File: config.mk
export PLATFORM = sky130hd
export DESIGN_NAME = async_fifo_rd_stream
export DESIGN_NICKNAME = d
export VERILOG_FILES = /design/src/rtl/async_fifo_rd_stream.sv
export SDC_FILE = /design/constraint.sdc
export NUM_CORES = 1
export LEC_CHECK = 0
export ABC_AREA = 0
export CAP_MARGIN = 20
export CORE_ASPECT_RATIO = 0.6
export CORE_MARGIN = 2
export CORE_UTILIZATION = 47
export CTS_CLUSTER_SIZE = 16
export DETAILED_ROUTE_END_ITERATION = 8
export GPL_TIMING_DRIVEN = 0
export PLACE_DENSITY = 0.88
export SETUP_SLACK_MARGIN = 0.05
export SYNTH_ARGS = -nofsm -noshare
export SYNTH_HDL_FRONTEND = slang
export SYNTH_SLANG_ARGS = --single-unit
File: constraint.sdc
create_clock -name r_clk -period 3.3 [get_ports r_clk]
set_clock_uncertainty 0.15 [all_clocks]
set_input_delay 0.66 -clock r_clk [delete_from_list [all_inputs] [get_ports r_clk]]
set_output_delay 0.66 -clock r_clk [all_outputs]
set_load 0.02 [all_outputs]
File: src/rtl/async_fifo_rd_stream.sv
// Read-side stream adapter: pops the async FIFO and re-presents words as a FWFT valid/ready stream.
// Latency: 2 r_clk from r_empty falling to m_valid (1 cycle RAM read + 1 cycle buffer write).
// Backpressure: credit-based, so a pop is only issued when a buffer slot is guaranteed; m_ready low stalls r_req.
//
// Ports:
//   r_clk, r_rst       read-domain clock, asynchronous active-low reset
//   r_empty / r_req    FIFO empty flag in, combinational pop request out
//   r_data             RAM read data, valid the cycle after an accepted pop
//   m_valid / m_ready  output stream handshake, m_data output word
//   buf_level          words currently held in the 2-entry output buffer
//   pop_count          words delivered downstream when RD_STREAM_STATS_EN is defined, else 0
module async_fifo_rd_stream #(
    parameter int DATA_WIDTH = 8
) (
    input  logic                  r_clk,
    input  logic                  r_rst,
    input  logic                  r_empty,
    output logic                  r_req,
    input  logic [DATA_WIDTH-1:0] r_data,
    output logic                  m_valid,
    output logic [DATA_WIDTH-1:0] m_data,
    input  logic                  m_ready,
    output logic [1:0]            buf_level,
    output logic [15:0]           pop_count
);

    logic [DATA_WIDTH-1:0] mem [0:1];
    logic                  rp;
    logic                  wp;
    logic [1:0]            cnt;
    logic                  inflight;   // r_data carries a popped word this cycle
    logic                  pop;
    logic                  out;
    logic [2:0]            cnt_next;

    assign m_valid   = (cnt != 2'd0);
    assign m_data    = mem[rp];
    assign buf_level = cnt;
    assign out       = m_valid && m_ready;

    // Occupancy after this cycle, counting the word already on r_data.
    // A new pop is only safe if that leaves a free slot for its data next cycle.
    assign cnt_next = {1'b0, cnt} + {2'b00, inflight} - {2'b00, out};
    assign r_req    = !r_empty && (cnt_next < 3'd2);
    assign pop      = r_req && !r_empty;

    always_ff @(posedge r_clk or negedge r_rst) begin
        if (!r_rst) begin
            cnt      <= 2'd0;
            rp       <= 1'b0;
            wp       <= 1'b0;
            inflight <= 1'b0;
            mem[0]   <= '0;
            mem[1]   <= '0;
        end else begin
            inflight <= pop;
            cnt      <= cnt_next[1:0];
            if (inflight) begin
                mem[wp] <= r_data;
                wp      <= ~wp;
            end
            if (out) begin
                rp <= ~rp;
            end
        end
    end

`ifdef RD_STREAM_STATS_EN
    logic [15:0] pop_cnt_q;

    always_ff @(posedge r_clk or negedge r_rst) begin
        if (!r_rst) begin
            pop_cnt_q <= 16'd0;
        end else if (out) begin
            pop_cnt_q <= pop_cnt_q + 16'd1;
        end
    end

    assign pop_count = pop_cnt_q;
`else
    assign pop_count = 16'd0;
`endif

endmodule
==> results.md, run 1 <==
* RR Startpoint: buf_level[1]$_DFF_PN0_
* Int Power at slightly above 0.9 mW
* Worst path top cell family by delay: adder cells
* Max Slew Vio Count at 0
* Synthesis Warnings at 0
* H-tree levels at 1
* Top area cells in the synthesized netlist: dfrtp_1, mux2_2, buf_4
* Avg Inst Size Synth at between 10 and 15 µm²
* Critical path startpoint category: input pin
* RSZ-0062 raised after global routing: false
* Final period util at 0.965
* Initial Util at 0.501
* Row count at 13
* IO buf count at 23
* CP Class: in -> out
* Status: completed
* P&R area growth vs syn at 35.6%
* Synth cell types at 17
* Total Routing Usage GR at 0.154
* Core area at 2180 µm²
* Crit path depth at 8
* 1st-pass router iterations at 2
* Vias in the first global route at around 630
* Gr ovfl total at 0
* Setup crit start: m_ready
* Max FO, Critical Path at 2
* Critical path buffers and inverters at 3
* Antenna cell count at 0
* Sequential area share after synthesis at 0.482
* Switching pwr at slightly below 0.5 mW
* Reg2reg path depth at 6
* Setup WS pre-CTS at -0.596 ns
* Die area at about 2700 µm²
* Sw frac at 0.346
* Via density at between 4 and 5
* FF-to-FF setup slack at 1.20 ns
* Hold Buf Count CTS at 0
* Post-Syn Instances at between 70 and 80
* Antenna viol nets, final at 0
* Filler cells at around 180
* WL final at 1.83 mm
* CTS Root Cell: clkbuf_8
* Max stage delay cell, worst path: fa_1
* CP peak stage delay at roughly 0.45 ns
* TritonCTS Buffers at 3
* Initial antenna violation count at 0
* Share of layout cells above drive strength 1 at 0.431
* Worst-Margin Slew at 0.918 ns
* Syn Std Cell Area at 1090 µm²
* Critical path endpoint category: output port
* CTS tree: yes
* Clock Latency Late Sink at between 0.2 and 0.3 ns
* Max_cap viols at 0
* DR iter-0 viols at 5
* Top cell type's share of synthesized area at 0.482
* Slew HR at 0.386
* FF+latch count, synth at 21
* Critical path endpoint: r_req
* Routed vias at between 600 and 700
* Largest net degree at the start of global routing at 22
* Flop pwr share at 0.326
* Lkg Pwr at roughly 0.71 nW
* Hold Crit Class: reg -> reg
* Most frequent cells in the layout: dfrtp_1, clkdlybuf4s50_1, buf_4, mux2_2, conb_1
* Fin. Hold Viols at 0
* Die Span Y at 41.3 µm
* Io pins at 40
* Routed WL per cell at approximately 12 µm
* Min Hold Slack at ~0.35 ns
* Cell accounting for the most synthesized area: dfrtp_1
* DIE WIDTH at 66.2 µm
* Clk slew on worst S/H paths at 0.07 ns
* Fin nets at 139
* Arrival @ worst endpoint at around 2.4 ns
* Setup WS post-layout at between 0.1 and 0.15 ns
* Setup Viol. Count Final at 0
* Max Buffers Root-to-Sink at 2
* CTS Sinks at 21
* DRC errors left at 0
* Final worst path period need at roughly 3.2 ns
* Worst vdd ir at 0.542 mV
* CP Cell Sequence: dlygate4sd2_1 > o21a_1 > ha_1 > inv_1 > ha_2 > fa_1 > nor3_2 > buf_4
* First-pass GRT wire length at approximately 2.9 mm
* Power share of the clock group at 0.114
* Worst R2R End: inflight$_DFF_PN0_
* Worst EP required at 2.49 ns
* F_max at 314 MHz
* Gpl congestion at around 0.72
* Pwr dens at about 970 nW/µm²
* Combinational Power Share at 0.559
[state kept, by name, indices dropped and copies added, names as in the netlist]
name       count
buf_level      2
wp             1
inflight       1
rp             1
mem           16
[stage by stage]
stage / setup TNS (ns) / cell area, µm² / instances / util / power, mW
after global routing: 0 / 1480 / 153 / 0.679 / 1.53
after global placement: -0.526 / 1420 / 147 / 0.649 / 1.21
after CTS: 0 / 1470 / 152 / 0.675 / 1.42
after detailed placement: -0.596 / 1420 / 147 / 0.649 / 1.24
final: 0 / 1480 / 153 / 0.679 / 1.43
after floorplan: 0 / 1150 / 94 / - / 0.960
[repair_timing]
action                                  4_1_cts  5_1_grt
gates resized for setup                       9        0
setup buffers                                 1        1
endpoints found under the setup margin        1        1
hold endpoints to repair                      0        0
pin swaps                                     3        2
[power by group through the flow]
stage                     logic [mW]  registers (mW)  clock network [mW]
after floorplan                0.495           0.466                   0
after CTS                      0.784           0.468               0.170
after global routing           0.862           0.486               0.179
after global placement         0.749           0.462                   0
final                          0.801           0.467               0.163
after detailed placement       0.764           0.471                   0
[cell type report]
class / count / area [µm²] / area share
Buffer: 18 / 136 / 0.0922
Tap cell: 30 / 37.5 / 0.0254
Inverter: 4 / 15.0 / 0.0102
Sequential cell: 21 / 526 / 0.355
Multi-Input combinational cell: 51 / 478 / 0.323
Clock buffer: 4 / 45.0 / 0.0305
Timing Repair Buffer: 25 / 241 / 0.163
[cells by family (layout without fill, tap and decap cells)]
kind of cell / after synthesis / in the layout / share of synthesized area
adders and majority gates: 3 / 3 / 0.0413
DFF: 21 / 21 / 0.482
and+or+nand+nor: 4 / 4 / 0.0287
xor gates and xnor gates: 3 / 3 / 0.0241
other: 1 / 16 / 0.00344
buffers and inverters: 22 / 51 / 0.139
AOI/OAI and AO/OA: 1 / 1 / 0.00688
muxes: 24 / 24 / 0.275
[synthesized netlist by cell type, drive strengths merged]
library cell  instances
mux2                 24
ha                    2
o21a                  1
nor2b                 1
nand2                 1
dfrtp                21
or2                   1
conb                  1
buf                  18
fa                    1
xnor2                 1
nor3                  1
xor2                  2
inv                   4
[per-layer routing]
layer	part of all wire	global-route usage	vias to the layer above
met5	0	0	-
met4	0.0044	0.0459	0
met2	0.53	0.285	21
met1	0.40	0.177	304
met3	0.062	0.0511	2
li1	-	-	314
[how the worst min path moves through the flow]
stage | start | end | slack (ns) | cells after the start
after global placement | mem[7]$_DFFE_PN0P_ | mem[7]$_DFFE_PN0P_ | 0.33 | 1
final | mem[7]$_DFFE_PN0P_ | mem[7]$_DFFE_PN0P_ | 0.35 | 1
after global routing | mem[7]$_DFFE_PN0P_ | mem[7]$_DFFE_PN0P_ | 0.36 | 1
after CTS | mem[7]$_DFFE_PN0P_ | mem[7]$_DFFE_PN0P_ | 0.35 | 1
after floorplan | r_rst | buf_level[0]$_DFF_PN0_ | 0.21 | 0
after detailed placement | mem[7]$_DFFE_PN0P_ | mem[7]$_DFFE_PN0P_ | 0.34 | 1
[worst register-to-register path, cell delays in order, from the launching register on]
cell,delay (ns)
dfrtp_1,0.44
o21a_1,0.24
ha_1,0.30
inv_1,0.06
ha_2,0.17
fa_1,0.45
nor3_2,0.22
Note: power is estimated with default switching activity, not from simulation.
==> run 2, diff against run 1 <==
--- a/config.mk
+++ b/config.mk
@@ -9,3 +9,2 @@
 export CAP_MARGIN = 20
-export CORE_ASPECT_RATIO = 0.6
 export CORE_MARGIN = 2
@@ -17,2 +16,3 @@
 export SETUP_SLACK_MARGIN = 0.05
+export SLEW_MARGIN = 20
 export SYNTH_ARGS = -nofsm -noshare
--- a/constraint.sdc
+++ b/constraint.sdc
@@ -4,2 +4,2 @@
 set_output_delay 0.66 -clock r_clk [all_outputs]
-set_load 0.02 [all_outputs]
+set_load 0.005 [all_outputs]
==> run 2 against run 1 <==
Against the previous run: power shrank 14%; non-clock buffer count stayed put; largest power group unchanged; highest routed layer is now met3; clock power fell by 26%; register-to-register slack hardly changed; critical endpoint unchanged; largest cell class unchanged; hold slack improved by 0.015 ns; sequential power about the same; sequential share of layout area up 0.55 points; die area is 0.46% lower; count of clock-buffer cells in the layout fell by 1.
==> results.md, run 2 (synthesis gave the netlist of run 1 again) <==
* IO buf count at 23 (unchanged)
* Die area at 2720 µm² (was 2740 µm²)
* Max FFs per register at 16 (unchanged)
* GR Layer Usage met1 at 0.197 (was 0.177)
* Clk slew on worst S/H paths at 0.12 ns (was 0.07 ns)
* Most frequent cells in the layout: dfrtp_1, clkdlybuf4s50_1, buf_4, mux2_2, conb_1 (unchanged)
* Status: completed (unchanged)
* Post-route cell area at 1460 µm² (was 1480 µm²)
* Setup Viol. Count Final at 0 (unchanged)
* Pwr dens at 846 nW/µm² (was 968 nW/µm²)
* Area of the multi-input gates at 478 µm² (unchanged)
* Max_cap viols at 0 (unchanged)
* DR iter-0 viols at 9 (was 5)
* Routed WL per cell at 11.9 µm (was 12.0 µm)
* GRT busiest layer: met2 (unchanged)
* Total power at 1.23 mW (was 1.43 mW)
* Arrival @ worst endpoint at 2.35 ns (was 2.38 ns)
* Row count at 17 (was 13)
* Final HPWL DP at approximately 1.4 mm
* Final Util at 0.658 (was 0.679)
* DIE WIDTH at 52.2 µm (was 66.2 µm)
* Reg2reg path depth at 6 (unchanged)
* P&R area growth vs syn at 33.5% (was 35.6%)
* Setup crit start: m_ready (unchanged)
* 1st-pass router iterations at 3 (was 2)
* RSZ-0062 raised after global routing: false (unchanged)
* Critical path endpoint: r_req (unchanged)
* Initial Util at 0.493 (was 0.501)
* Initial antenna violation count at 0 (unchanged)
* Clock Latency Late Sink at 0.29 ns (was 0.26 ns)
* Fin. Hold Viols at 0 (unchanged)
* F_max at 317 MHz (was 314 MHz)
* Fin nets at 139 (unchanged)
* Met2 usage at 0.251 (was 0.285)
* Slew HR at 0.399 (was 0.386)
* Routed vias at 666 (was 641)
* RR Startpoint: buf_level[1]$_DFF_PN0_ (unchanged)
* Core area at 2210 µm² (was 2180 µm²)
* Setup WS pre-CTS at -0.480 ns (was -0.596 ns)
* Gpl congestion at 0.637 (was 0.723)
* Hold Buf Count CTS at 0 (unchanged)
* Via density at 4.41 (was 4.19)
* Lkg Pwr at 0.702 nW (was 0.707 nW)
* Reg with most FFs: mem (unchanged)
* Antenna viol nets, final at 0 (unchanged)
* Critical path startpoint category: input pin (unchanged)
* Worst R2R End: inflight$_DFF_PN0_ (unchanged)
* Layout Cells excl Fill at 151 (was 153)
* Total Routing Usage GR at 0.149 (was 0.154)
* Final worst path period need at 3.16 ns (was 3.19 ns)
* Antenna cell count at 0 (unchanged)
* Vias in the first global route at 691 (was 633)
* FF-to-FF setup slack at 1.21 ns (was 1.20 ns)
* TNS Setup at 0 ns (unchanged)
* Hold Crit Class: reg -> reg (unchanged)
* Gr ovfl total at 0 (unchanged)
* Register area at 526 µm² (unchanged)
* Largest net degree at the start of global routing at 22 (unchanged)
* Max Slew Vio Count at 0 (unchanged)
* WL final at 1.80 mm (was 1.83 mm)
* GR Util met3 at 0.0314 (was 0.0511)
* Max FO, Critical Path at 2 (unchanged)
* Critical path endpoint category: output port (unchanged)
* H-tree levels at 1 (unchanged)
* Share of layout cells above drive strength 1 at 0.439 (was 0.431)
* Max Buffers Root-to-Sink at 2 (unchanged)
* TritonCTS Buffers at 3 (unchanged)
* Filler cells at 176 (was 177)
* Setup WS post-layout at 0.141 ns (was 0.115 ns)
* Worst EP required at 2.49 ns (about the same)
* Worst-Margin Slew at 0.899 ns (was 0.918 ns)
* Final period util at 0.957 (was 0.965)
* CP Class: in -> out (unchanged)
* CTS Root Cell: clkbuf_4 (was clkbuf_8)
* Number of cells after detailed placement at 145 (was 147)
* First-pass GRT wire length at 2.99 mm (was 2.89 mm)
* Area after DPL at 1410 µm² (was 1420 µm²)
* DRC errors left at 0 (unchanged)
* CTS Sinks at 21 (unchanged)
* Worst vdd ir at 0.534 mV (was 0.542 mV)
* Io pins at 40 (unchanged)
* Die Span Y at 52.2 µm (was 41.3 µm)
* Min Hold Slack at 0.367 ns (was 0.352 ns)
* CTS tree: yes (unchanged)
==> run 2: cell types whose count changed in the layout (fill, tap and decap cells not counted) <==
cell / change
clkinv_2: +1
buf_4: -1
clkbuf_8: -3
clkbuf_1: -1
clkbuf_4: +3
buf_2: +1
==> run 2: what timing repair did <==
action,4_1_cts,5_1_grt
resized for setup,7,0
setup endpoints to repair,1,0
buffers inserted,2,0
==> run 2: routing by layer <==
metal / wire [µm] / part of all wire
met4: 0 / 0
met3: 133 / 0.074
met5: 0 / 0
met1: 752 / 0.42
met2: 918 / 0.51
==> run 2: how the worst min path moves through the flow <==
stage,start,end,slack (ns),cells past startpoint
global route,mem[11]$_DFFE_PN0P_,mem[11]$_DFFE_PN0P_,0.39,1
floorplan,r_rst,buf_level[0]$_DFF_PN0_,0.21,0
finish,mem[4]$_DFFE_PN0P_,mem[4]$_DFFE_PN0P_,0.37,1
CTS,mem[4]$_DFFE_PN0P_,mem[4]$_DFFE_PN0P_,0.37,1
detailed placement,mem[4]$_DFFE_PN0P_,mem[4]$_DFFE_PN0P_,0.34,1
global placement,mem[3]$_DFFE_PN0P_,mem[3]$_DFFE_PN0P_,0.33,1
==> run 2: critical path, cell delays in order <==
cell and delay, ns:
dlygate4sd2_1 0.23, o21a_1 0.12, ha_1 0.28, inv_1 0.04, ha_2 0.17, fa_1 0.49
nor3_2 0.22, buf_2 0.14
==> run 2: final cells by class <==
type	count	area share
plain buffers	18	0.0936
repair buffers	25	0.164
clock inverters	1	0.00344
flip-flops and latches	21	0.361
well taps	28	0.0241
clock buffers	3	0.0155
inverters	4	0.0103
multi-input cells	51	0.328
==> run 2: power breakdown <==
part | internal [mW] | total, mW | switching, mW | leakage [nW]
sequential | 0.387 | 0.467 | 0.0791 | 0.249
clock | 0.0451 | 0.121 | 0.0763 | 0.0177
combinational | 0.439 | 0.645 | 0.205 | 0.435
total | 0.872 | 1.23 | 0.361 | 0.702
